## config.mk

```make
export PLATFORM = sky130hd
export DESIGN_NAME = alu_issuer
export DESIGN_NICKNAME = d
export VERILOG_FILES = /design/src/rtl/alu_issuer.sv
export SDC_FILE = /design/constraint.sdc
export NUM_CORES = 1
export LEC_CHECK = 0
export CORE_MARGIN = 2
export CORE_UTILIZATION = 45
export CTS_BUF_LIST = sky130_fd_sc_hd__clkbuf_8
export CTS_CLUSTER_SIZE = 8
export DETAILED_ROUTE_END_ITERATION = 10
export PLACE_DENSITY_LB_ADDON = 0.2
export SYNTH_ARGS = -nofsm -noshare
export SYNTH_HDL_FRONTEND = slang
export SYNTH_SLANG_ARGS = --single-unit
```

## constraint.sdc

```tcl
create_clock -name CLK -period 4.8 [get_ports CLK]
set_input_delay 0.96 -clock CLK [delete_from_list [all_inputs] [get_ports CLK]]
set_output_delay 0.96 -clock CLK [all_outputs]
set_load 0.01 [all_outputs]
```

## src/rtl/alu_issuer.sv

```systemverilog
// ALU command issuer: queues commands in a FIFO, drives the ALU ACT/RDY/VLD handshake
// one command at a time and returns a 64-bit tagged result on a valid/ready stream.
module alu_issuer #(
  parameter int unsigned DEPTH   = 4,
  parameter int unsigned TAG_W   = 4,
  parameter int unsigned TIMEOUT = 16
) (
  input  logic                    CLK,
  input  logic                    RST_N,
  input  logic                    CMD_VLD,
  output logic                    CMD_RDY,
  input  logic [3:0]              CMD_OP,
  input  logic [1:0]              CMD_MOVI,
  input  logic [31:0]             CMD_REG_A,
  input  logic [31:0]             CMD_REG_B,
  input  logic [31:0]             CMD_MEM,
  input  logic [31:0]             CMD_IMM,
  input  logic [TAG_W-1:0]        CMD_TAG,
  output logic                    ALU_ACT,
  output logic [3:0]              ALU_OP,
  output logic [1:0]              ALU_MOVI,
  output logic [31:0]             ALU_REG_A,
  output logic [31:0]             ALU_REG_B,
  output logic [31:0]             ALU_MEM,
  output logic [31:0]             ALU_IMM,
  input  logic                    ALU_RDY,
  input  logic                    ALU_VLD,
  input  logic [31:0]             ALU_DATA,
  output logic                    RES_VLD,
  input  logic                    RES_RDY,
  output logic [63:0]             RES_DATA,
  output logic [TAG_W-1:0]        RES_TAG,
  output logic                    RES_MUL,
  output logic                    RES_ERR,
  output logic [$clog2(DEPTH):0]  COUNT
);

  localparam int unsigned PTR_W  = $clog2(DEPTH);
  localparam int unsigned CNT_W  = PTR_W + 1;
  localparam int unsigned TMO_W  = $clog2(TIMEOUT + 1);
  localparam logic [3:0]  OP_MUL = 4'b0010;

  typedef struct packed {
    logic [3:0]       op;
    logic [1:0]       movi;
    logic [31:0]      reg_a;
    logic [31:0]      reg_b;
    logic [31:0]      mem;
    logic [31:0]      imm;
    logic [TAG_W-1:0] tag;
  } cmd_t;

  typedef enum logic [2:0] {
    IDLE    = 3'd0,
    ISSUE   = 3'd1,
    WAIT_LO = 3'd2,
    WAIT_HI = 3'd3,
    DONE    = 3'd4
  } state_t;

  state_t           state_q, state_d;
  logic             act_q, act_d;
  logic             res_vld_q, res_vld_d;
  logic             abort;

  cmd_t             fifo_q [DEPTH];
  cmd_t             cmd_in, head, alu_q;
  logic [PTR_W-1:0] wr_ptr_q, rd_ptr_q;
  logic [CNT_W-1:0] count_q, count_d;
  logic             cmd_rdy_q;
  logic             push, pop;

  logic [TMO_W-1:0] tmo_q;
  logic             timed, tmo_hit, enter_done;
  logic             spur_vld, spur_q, is_mul;
  logic [31:0]      lo_q;
  logic [63:0]      res_data_q;
  logic [TAG_W-1:0] res_tag_q;
  logic             res_mul_q, res_err_q;

  assign cmd_in = '{op: CMD_OP, movi: CMD_MOVI, reg_a: CMD_REG_A, reg_b: CMD_REG_B,
                    mem: CMD_MEM, imm: CMD_IMM, tag: CMD_TAG};
  assign head   = fifo_q[rd_ptr_q];

  assign push    = CMD_VLD && cmd_rdy_q;
  assign pop     = (state_q == IDLE) && (count_q != '0) && !res_vld_q;
  assign count_d = count_q + CNT_W'(push) - CNT_W'(pop);

  assign is_mul     = (alu_q.op == OP_MUL);
  assign timed      = (state_q == ISSUE) || (state_q == WAIT_LO) || (state_q == WAIT_HI);
  assign tmo_hit    = timed && (tmo_q == TMO_W'(TIMEOUT - 1));
  assign enter_done = (state_d == DONE) && (state_q != DONE);
  // A result beat outside the data-collecting states is flagged, never captured
  assign spur_vld   = ALU_VLD && ((state_q == IDLE) || (state_q == ISSUE) || (state_q == DONE));

  // Command FIFO storage
  always_ff @(posedge CLK) begin
    if (push) fifo_q[wr_ptr_q] <= cmd_in;
  end

  // FIFO pointers, occupancy and registered ready
  always_ff @(posedge CLK or negedge RST_N) begin
    if (!RST_N) begin
      wr_ptr_q  <= '0;
      rd_ptr_q  <= '0;
      count_q   <= '0;
      cmd_rdy_q <= 1'b1;
    end else begin
      if (push) wr_ptr_q <= wr_ptr_q + PTR_W'(1);
      if (pop)  rd_ptr_q <= rd_ptr_q + PTR_W'(1);
      count_q   <= count_d;
      cmd_rdy_q <= (count_d != CNT_W'(DEPTH));
    end
  end

  // FSM state register together with its registered handshake outputs
  always_ff @(posedge CLK or negedge RST_N) begin
    if (!RST_N) begin
      state_q   <= IDLE;
      act_q     <= 1'b0;
      res_vld_q <= 1'b0;
    end else begin
      state_q   <= state_d;
      act_q     <= act_d;
      res_vld_q <= res_vld_d;
    end
  end

  // Next-state logic; abort marks a timeout exit into DONE
  always_comb begin
    state_d = state_q;
    abort   = 1'b0;
    case (state_q)
      IDLE: begin
        if (pop) state_d = ISSUE;
      end
      ISSUE: begin
        if (ALU_RDY) begin
          state_d = WAIT_LO;
        end else if (tmo_hit) begin
          state_d = DONE;
          abort   = 1'b1;
        end
      end
      WAIT_LO: begin
        if (ALU_VLD) begin
          state_d = is_mul ? WAIT_HI : DONE;
        end else if (tmo_hit) begin
          state_d = DONE;
          abort   = 1'b1;
        end
      end
      WAIT_HI: begin
        if (ALU_VLD) begin
          state_d = DONE;
        end else if (tmo_hit) begin
          state_d = DONE;
          abort   = 1'b1;
        end
      end
      DONE: begin
        if (RES_RDY) state_d = IDLE;
      end
      default: state_d = IDLE;
    endcase
  end

  // Output decode from the upcoming state so ACT/RES_VLD register alongside it
  always_comb begin
    act_d     = 1'b0;
    res_vld_d = 1'b0;
    if (state_d == ISSUE) act_d     = 1'b1;
    if (state_d == DONE)  res_vld_d = 1'b1;
  end

  // Issued command fields, held from the pop until the next pop
  always_ff @(posedge CLK or negedge RST_N) begin
    if (!RST_N) begin
      alu_q <= '0;
      lo_q  <= '0;
    end else begin
      if (pop) alu_q <= head;
      if ((state_q == WAIT_LO) && ALU_VLD) lo_q <= ALU_DATA;
    end
  end

  // Timeout counter and pending spurious-beat flag
  always_ff @(posedge CLK or negedge RST_N) begin
    if (!RST_N) begin
      tmo_q  <= '0;
      spur_q <= 1'b0;
    end else begin
      if (state_d != state_q) tmo_q <= '0;
      else if (timed)         tmo_q <= tmo_q + TMO_W'(1);
      if (spur_vld)           spur_q <= 1'b1;
      else if (enter_done)    spur_q <= 1'b0;
    end
  end

  // Result capture on entry to DONE; errored results carry zero data
  always_ff @(posedge CLK or negedge RST_N) begin
    if (!RST_N) begin
      res_data_q <= '0;
      res_tag_q  <= '0;
      res_mul_q  <= 1'b0;
      res_err_q  <= 1'b0;
    end else if (enter_done) begin
      res_tag_q <= alu_q.tag;
      res_mul_q <= is_mul;
      res_err_q <= abort || spur_q;
      if (abort || spur_q)         res_data_q <= '0;
      else if (state_q == WAIT_HI) res_data_q <= {ALU_DATA, lo_q};
      else                         res_data_q <= {32'h0, ALU_DATA};
    end
  end

  assign CMD_RDY   = cmd_rdy_q;
  assign COUNT     = count_q;
  assign ALU_ACT   = act_q;
  assign ALU_OP    = alu_q.op;
  assign ALU_MOVI  = alu_q.movi;
  assign ALU_REG_A = alu_q.reg_a;
  assign ALU_REG_B = alu_q.reg_b;
  assign ALU_MEM   = alu_q.mem;
  assign ALU_IMM   = alu_q.imm;
  assign RES_VLD   = res_vld_q;
  assign RES_DATA  = res_data_q;
  assign RES_TAG   = res_tag_q;
  assign RES_MUL   = res_mul_q;
  assign RES_ERR   = res_err_q;

endmodule

```

==> out/results.tsv, run 1 <==
stage	metric	value	unit
outcome	status	completed	
power	sequentialPowerShare	0.442	
global_route	grt_pass1_wl	96.7	mm
sta	maxSlewViolCount	0	
setup_path	worst_setup_path_start_kind	register	
hold_path	hold_path.class	in2async	
global_route	grt_max_degree	143	
sta	min_period	2.86	ns
power	power.density	635	nW/um2
setup_path	crit_buf_inv	1	
setup_path	critPathRequiredTime	5.47	ns
setup_path	crit_family	compound AO/OA/AOI/OAI gates	
drt	via_per_inst	5.20	
clock_tree	clk_latency	0.74	ns
cells_and_area	nets	2061	
yosys	synth-warning-count	0	
sta	tns	0	ns
floorplanning	die_area	71100	um2
sta	finalClockSkew	0.0251	ns
drt	routedWlPerCell	22.1	um
yosys	synth-edff-count	552	
drt	drt_wl_total	63.5	mm
power	combPwrFrac	0.325	
sta	setup_viol	0	
setup_path	crit_chain	ha_1 > and3_1 > ha_1 > o21a_1 > o221ai_4 > buf_4 > a22o_1	
sta	period_share	0.596	
setup_path	setup.worst_path.class	reg2reg	
clock_tree	post_cts_buffers	0	
global_route	grt_use_total	0.183	
setup_path	max_stage_delay	0.86	ns
cells_and_area	multi_input_area	6600	um2
yosys	ys_types	52	
sta	hold_viol	0	
clock_tree	htreeDepth	4	
clock_tree	clock_sink_count	811	
cells_and_area	drive_gt1_frac	0.264	
yosys	ys_ff_latch	811	
cells_and_area	num-fill-cells	5339	
cells_and_area	ff_latch_area	23100	um2
global_route	grt_pass1_vias	15900	
sta	worstMarginPinSlew	1.12	ns
sta	holdWs	0.195	ns
yosys	async_flop_share	0.319	
yosys	ys.flop_type	edfxtp_1	
floorplanning	die_y	267	um
placed_design	dp_hpwl	37.7	mm
setup_path	critPathArrivalTime	3.53	ns
yosys	ys_seq_area_frac	0.742	
setup_path	crit_path_end_kind	register	
setup_path	rrSetupSlack	1.94	ns
drt	post-route-drc-count	0	
placed_design	place_congestion	0.770	
power	p_leak	0.0138	uW
clock_tree	ctsResizeCount	0	
power	power.switching	7020	uW
floorplanning	core_area	68500	um2
global_route	grt_remaining_overflow	0	
floorplanning	start_util	0.454	
power	clkPwrFrac	0.233	
clock_tree	cts_tree	built	
power	ir_drop	0.000359	V
setup_path	crit_fanout	35	
flow_run	drv_cap	0	
drt	ant_nets	0	
clock_tree	hold_buffers	0	
sta	slew_headroom	0.257	
yosys	syn_nets	1721	
sta	fmax	349	MHz
yosys	syn_area	31100	um2
floorplanning	num_io_pins	386	
drt	vias	14900	
global_route	antenna_found_initial	14	
floorplanning	rows	96	
sta	rsz0062_at_grt	no	
clock_tree	cts_max_path_buffers	3	
cells_and_area	area_growth	20.9	%
yosys	syn_inst	1536	
power	swShare	0.295	
setup_path	crit_slowest_cell	o221ai_4	
drt	drt_pre_antenna_iters	4	
yosys	syn_avg_cell_area	20.2	um2
drt	drt_first_iter_violations	873	
clock_tree	root_buffer	clkbuf_8	
power	p_int	16800	uW
floorplanning	die_w	267	um
clock_tree	path_clk_slew	0.06	ns
placed_design	io_buffers	385	
clock_tree	numCtsBuffers	132	
setup_path	crit_path_frequent_cell	ha_1	
-- cells in the final DEF, fill, tap and decap left out, types with 2 or more instances in the layout --
| cell | instances |
|---|---|
| a21oi_1 | 2 |
| a22o_1 | 32 |
| and3_4 | 4 |
| buf_12 | 13 |
| buf_4 | 12 |
| clkbuf_8 | 155 |
| clkdlybuf4s50_1 | 384 |
| clkinv_1 | 3 |
| clkinv_2 | 3 |
| clkinvlp_4 | 3 |
| dfrtp_1 | 256 |
| dfrtp_4 | 2 |
| diode_2 | 4 |
| edfxtp_1 | 552 |
| ha_1 | 8 |
| inv_1 | 87 |
| inv_8 | 3 |
| mux2_2 | 175 |
| mux2i_1 | 33 |
| mux4_2 | 138 |
| nand2_1 | 35 |
| nor2_1 | 4 |
| nor2b_1 | 2 |
| nor3_2 | 5 |
| o21a_1 | 3 |
| o21ai_0 | 11 |
| o21ai_1 | 22 |
| o41ai_1 | 2 |
| xnor2_1 | 6 |
| xor2_1 | 2 |
-- area by class of cell --
class                      instances  share of cell area
timing repair buffer             410               0.112
tap                              882              0.0294
clock buffer                     155              0.0568
multi-input combinational        510               0.176
sequential                       811               0.614
inverter                          11             0.00110
clock inverter                    90              0.0101
antenna                            4            0.000267
-- worst paths after layout --
path / start / end / cells past startpoint
min: RST_N / ALU_REG_B[29] / 1
min in group CLK: RES_DATA[10] / RES_DATA[10] / 2
max reg2reg: tmo_q[0] / RES_DATA[58] / 7
max: tmo_q[0] / RES_DATA[58] / 7
min reg2reg: RES_DATA[10] / RES_DATA[10] / 2
max in group asynchronous: RST_N / ALU_MEM[21] / 2
-- flip-flops by register name, summed over array words and instances (netlist names), 2 cells and up --
register / count
ALU_IMM: 32
ALU_MEM: 32
ALU_MOVI: 2
ALU_OP: 4
ALU_REG_A: 32
ALU_REG_B: 32
COUNT: 3
RES_DATA: 64
RES_TAG: 4
alu_q: 4
fifo_q: 552
lo_q: 32
rd_ptr_q: 2
state_q: 3
tmo_q: 5
wr_ptr_q: 2
-- metrics by stage --
step | std cells | setup slack [ns] | power (uW) | util | cell area (um2)
after global routing | 2873 | 1.72 | 25200 | 0.548 | 37500
after global placement | 2624 | 1.57 | 18400 | 0.512 | 35000
after floorplan | 1536 | 0.103 | 16100 | - | 31100
after detailed placement | 2624 | 1.53 | 18600 | 0.512 | 35000
final | 2873 | 1.94 | 23800 | 0.548 | 37500
after CTS | 2869 | 1.85 | 24300 | 0.548 | 37500
-- cells in the mapped netlist (2+ instances only) --
master | count | share of area
a22o_1 | 32 | 0.0090
edfxtp_1 | 552 | 0.53
o41ai_1 | 2 | 0.00056
mux4_2 | 138 | 0.10
xor2_1 | 2 | 0.00056
mux2i_1 | 33 | 0.011
o21a_1 | 3 | 0.00073
mux2_2 | 175 | 0.063
dfrtp_1 | 258 | 0.21
clkbuf_1 | 16 | 0.0019
inv_1 | 10 | 0.0012
buf_4 | 140 | 0.034
nor2_1 | 4 | 0.00048
and3_1 | 5 | 0.0010
nand2_1 | 35 | 0.0042
o21ai_1 | 22 | 0.0035
buf_2 | 38 | 0.0061
o21ai_0 | 11 | 0.0018
nor3_2 | 5 | 0.0016
nor2b_1 | 2 | 0.00040
a21oi_1 | 2 | 0.00032
ha_1 | 8 | 0.0032
xnor2_1 | 6 | 0.0017
buf_6 | 9 | 0.0033
-- power groups by stage --
stage                     Clock [uW]  Combinational (uW)  Sequential, uW
after floorplan                    0                5600           10500
after global placement             0                7800           10600
after detailed placement           0                7920           10700
after CTS                       5740                7940           10600
after global routing            6060                8310           10800
final                           5550                7750           10500
-- logic make-up (layout without fill, tap and decap cells) --
group / after synthesis / in the layout / share of synthesized area
flops: 811 / 811 / 0.742
mux: 346 / 346 / 0.174
buf+inv: 215 / 666 / 0.0466
compound gates: 84 / 84 / 0.0197
simple gates: 63 / 63 / 0.0111
fa+ha+maj: 9 / 9 / 0.00387
xor+xnor: 8 / 8 / 0.00226
other cells: 0 / 4 / 0
-- worst reg2reg max path: stages, from the launching register on --
cell,delay [ns]
dfrtp_1,0.40
ha_1,0.22
and3_1,0.19
ha_1,0.24
o21a_1,0.25
o221ai_4,0.86
buf_4,0.44
a22o_1,0.20
-- per-layer routing --
| layer | global-route usage | vias to the layer above | wire length, um |
|---|---|---|---|
| li1 | - | 6579 | - |
| met3 | 0.0535 | 113 | 3890 |
| met2 | 0.294 | 414 | 31300 |
| met1 | 0.236 | 7819 | 26700 |
| met4 | 0.0683 | 16 | 1420 |
| met5 | 0 | - | 102 |
Power figures use the tool's default switching activity.
==> run 2, diff against run 1 <==
clock period = 2.8 ns   (was 4.8 ns; I/O delays follow)
==> out/results.tsv, run 2 (same netlist as run 1, synthesis figures left out) <==
stage	metric	value	unit
floorplanning	core_area	68500	um2
floorplanning	die_y	267	um
cells_and_area	multi_input_area	6600	um2
cells_and_area	top_register	fifo_q	
global_route	grt_pass1_vias	16400	
cells_and_area	area_growth	22.8	%
sta	slew_headroom	0.332	
clock_tree	path_clk_slew	0.06	ns
drt	post-route-drc-count	0	
setup_path	crit_fanout	6	
drt	drt_wl_total	65.0	mm
cells_and_area	mostFrequentLayoutCells	edfxtp_1, clkdlybuf4s50_1, dfrtp_1, mux2_2, clkbuf_8	
cells_and_area	largest_reg_flops	552	
sta	hold_viol	0	
sta	worstMarginPinSlew	1.00	ns
drt	drt_first_iter_violations	839	
cells_and_area	num-fill-cells	5325	
clock_tree	htreeDepth	4	
setup_path	critPathRequiredTime	2.24	ns
setup_path	crit_path_end_kind	primary output	
sta	rsz0062_at_grt	no	
global_route	grt_use_total	0.188	
setup_path	crit_slowest_cell	dfstp_2	
sta	maxSlewViolCount	0	
clock_tree	cts_max_path_buffers	3	
clock_tree	post_cts_buffers	0	
floorplanning	start_util	0.454	
sta	period_share	0.890	
setup_path	crit_chain	clkdlybuf4s50_1	
setup_path	critPathArrivalTime	1.93	ns
clock_tree	hold_buffers	1	
floorplanning	die_w	267	um
sta	setup_viol	0	
flow_run	drv_cap	0	
clock_tree	clk_latency	0.75	ns
cells_and_area	drive_gt1_frac	0.280	
setup_path	worst_setup_path_start_kind	register	
setup_path	crit_family	flip-flops	
sta	fmax	401	MHz
outcome	status	completed	
drt	via_per_inst	5.19	
drt	routedWlPerCell	22.4	um
drt	ant_nets	0	
floorplanning	rows	96	
global_route	antenna_found_initial	9	
placed_design	place_congestion	0.776	
sta	min_period	2.49	ns
cells_and_area	nets	2096	
hold_path	hold_path.class	in2async	
placed_design	dp_hpwl	39.6	mm
clock_tree	ctsResizeCount	0	
global_route	grt_max_degree	143	
floorplanning	num_io_pins	386	
power	power.density	1090	nW/um2
global_route	grt_remaining_overflow	0	
clock_tree	numCtsBuffers	137	
sta	finalClockSkew	0.0219	ns
sta	setup_slack	0.309	ns
placed_design	place_ws	0.178	ns
power	ir_drop	0.00124	V
cells_and_area	ff_latch_area	23100	um2
global_route	grt_pass1_wl	98.8	mm
setup_path	max_stage_delay	0.61	ns
clock_tree	cts_tree	built	
drt	drt_pre_antenna_iters	5	
power	p_leak	0.0140	uW
setup_path	crit_buf_inv	1	
sta	tns	0	ns
cells_and_area	mostFrequentLayoutCell	edfxtp_1	
clock_tree	root_buffer	clkbuf_8	
clock_tree	clock_sink_count	811	
floorplanning	die_area	71100	um2
placed_design	io_buffers	385	
cells_and_area	final_core_util	0.557	
drt	vias	15100	
setup_path	setup.worst_path.class	reg2out	
sta	holdWs	0.346	ns
## run 2: area by class of cell
cell class | count | share of cell area
multi-input combinational | 510 | 0.173
tap | 882 | 0.0289
timing repair buffer | 440 | 0.123
clock buffer | 157 | 0.0567
sequential | 811 | 0.605
antenna | 5 | 0.000328
inverter | 11 | 0.00108
clock inverter | 88 | 0.0119
## run 2: worst paths after layout
check / to / depth (start not counted) / start / slack (ns)
max: CMD_RDY / 1 / CMD_RDY / 0.31
min: ALU_REG_B[28] / 2 / RST_N / 0.35
min in group CLK: fifo_q[2][70] / 1 / CMD_REG_B[2] / 0.43
min reg2reg: RES_DATA[12] / 2 / RES_DATA[12] / 0.48
max reg2reg: CMD_RDY / 10 / state_q[0] / 0.42
max in group asynchronous: ALU_MEM[11] / 3 / RST_N / 1.69
## run 2: power breakdown
group	leakage (uW)	switching (uW)	total, uW	internal [uW]
combinational	0.00419	6230	14000	7760
sequential	0.00824	1410	17800	16400
clock	0.00156	4530	9910	5380
total	0.0140	12200	41700	29500
## run 2: routing by layer
layer / vias up / wire, um / track usage
li1: 6654 / - / -
met1: 7867 / 26600 / 0.232
met2: 424 / 32400 / 0.309
met3: 115 / 4430 / 0.0614
met4: 10 / 1420 / 0.0698
met5: - / 66 / 0
## run 2: metrics by stage
| step | instance area, um2 | power, uW | std cells |
|---|---|---|---|
| 2_1_floorplan | 31100 | 27400 | 1536 |
| 3_3_place_gp | 35500 | 32000 | 2653 |
| 3_5_place_dp | 35500 | 32300 | 2653 |
| 4_1_cts | 38100 | 42500 | 2899 |
| 5_1_grt | 38100 | 44100 | 2903 |
| 6_report | 38100 | 41700 | 2904 |
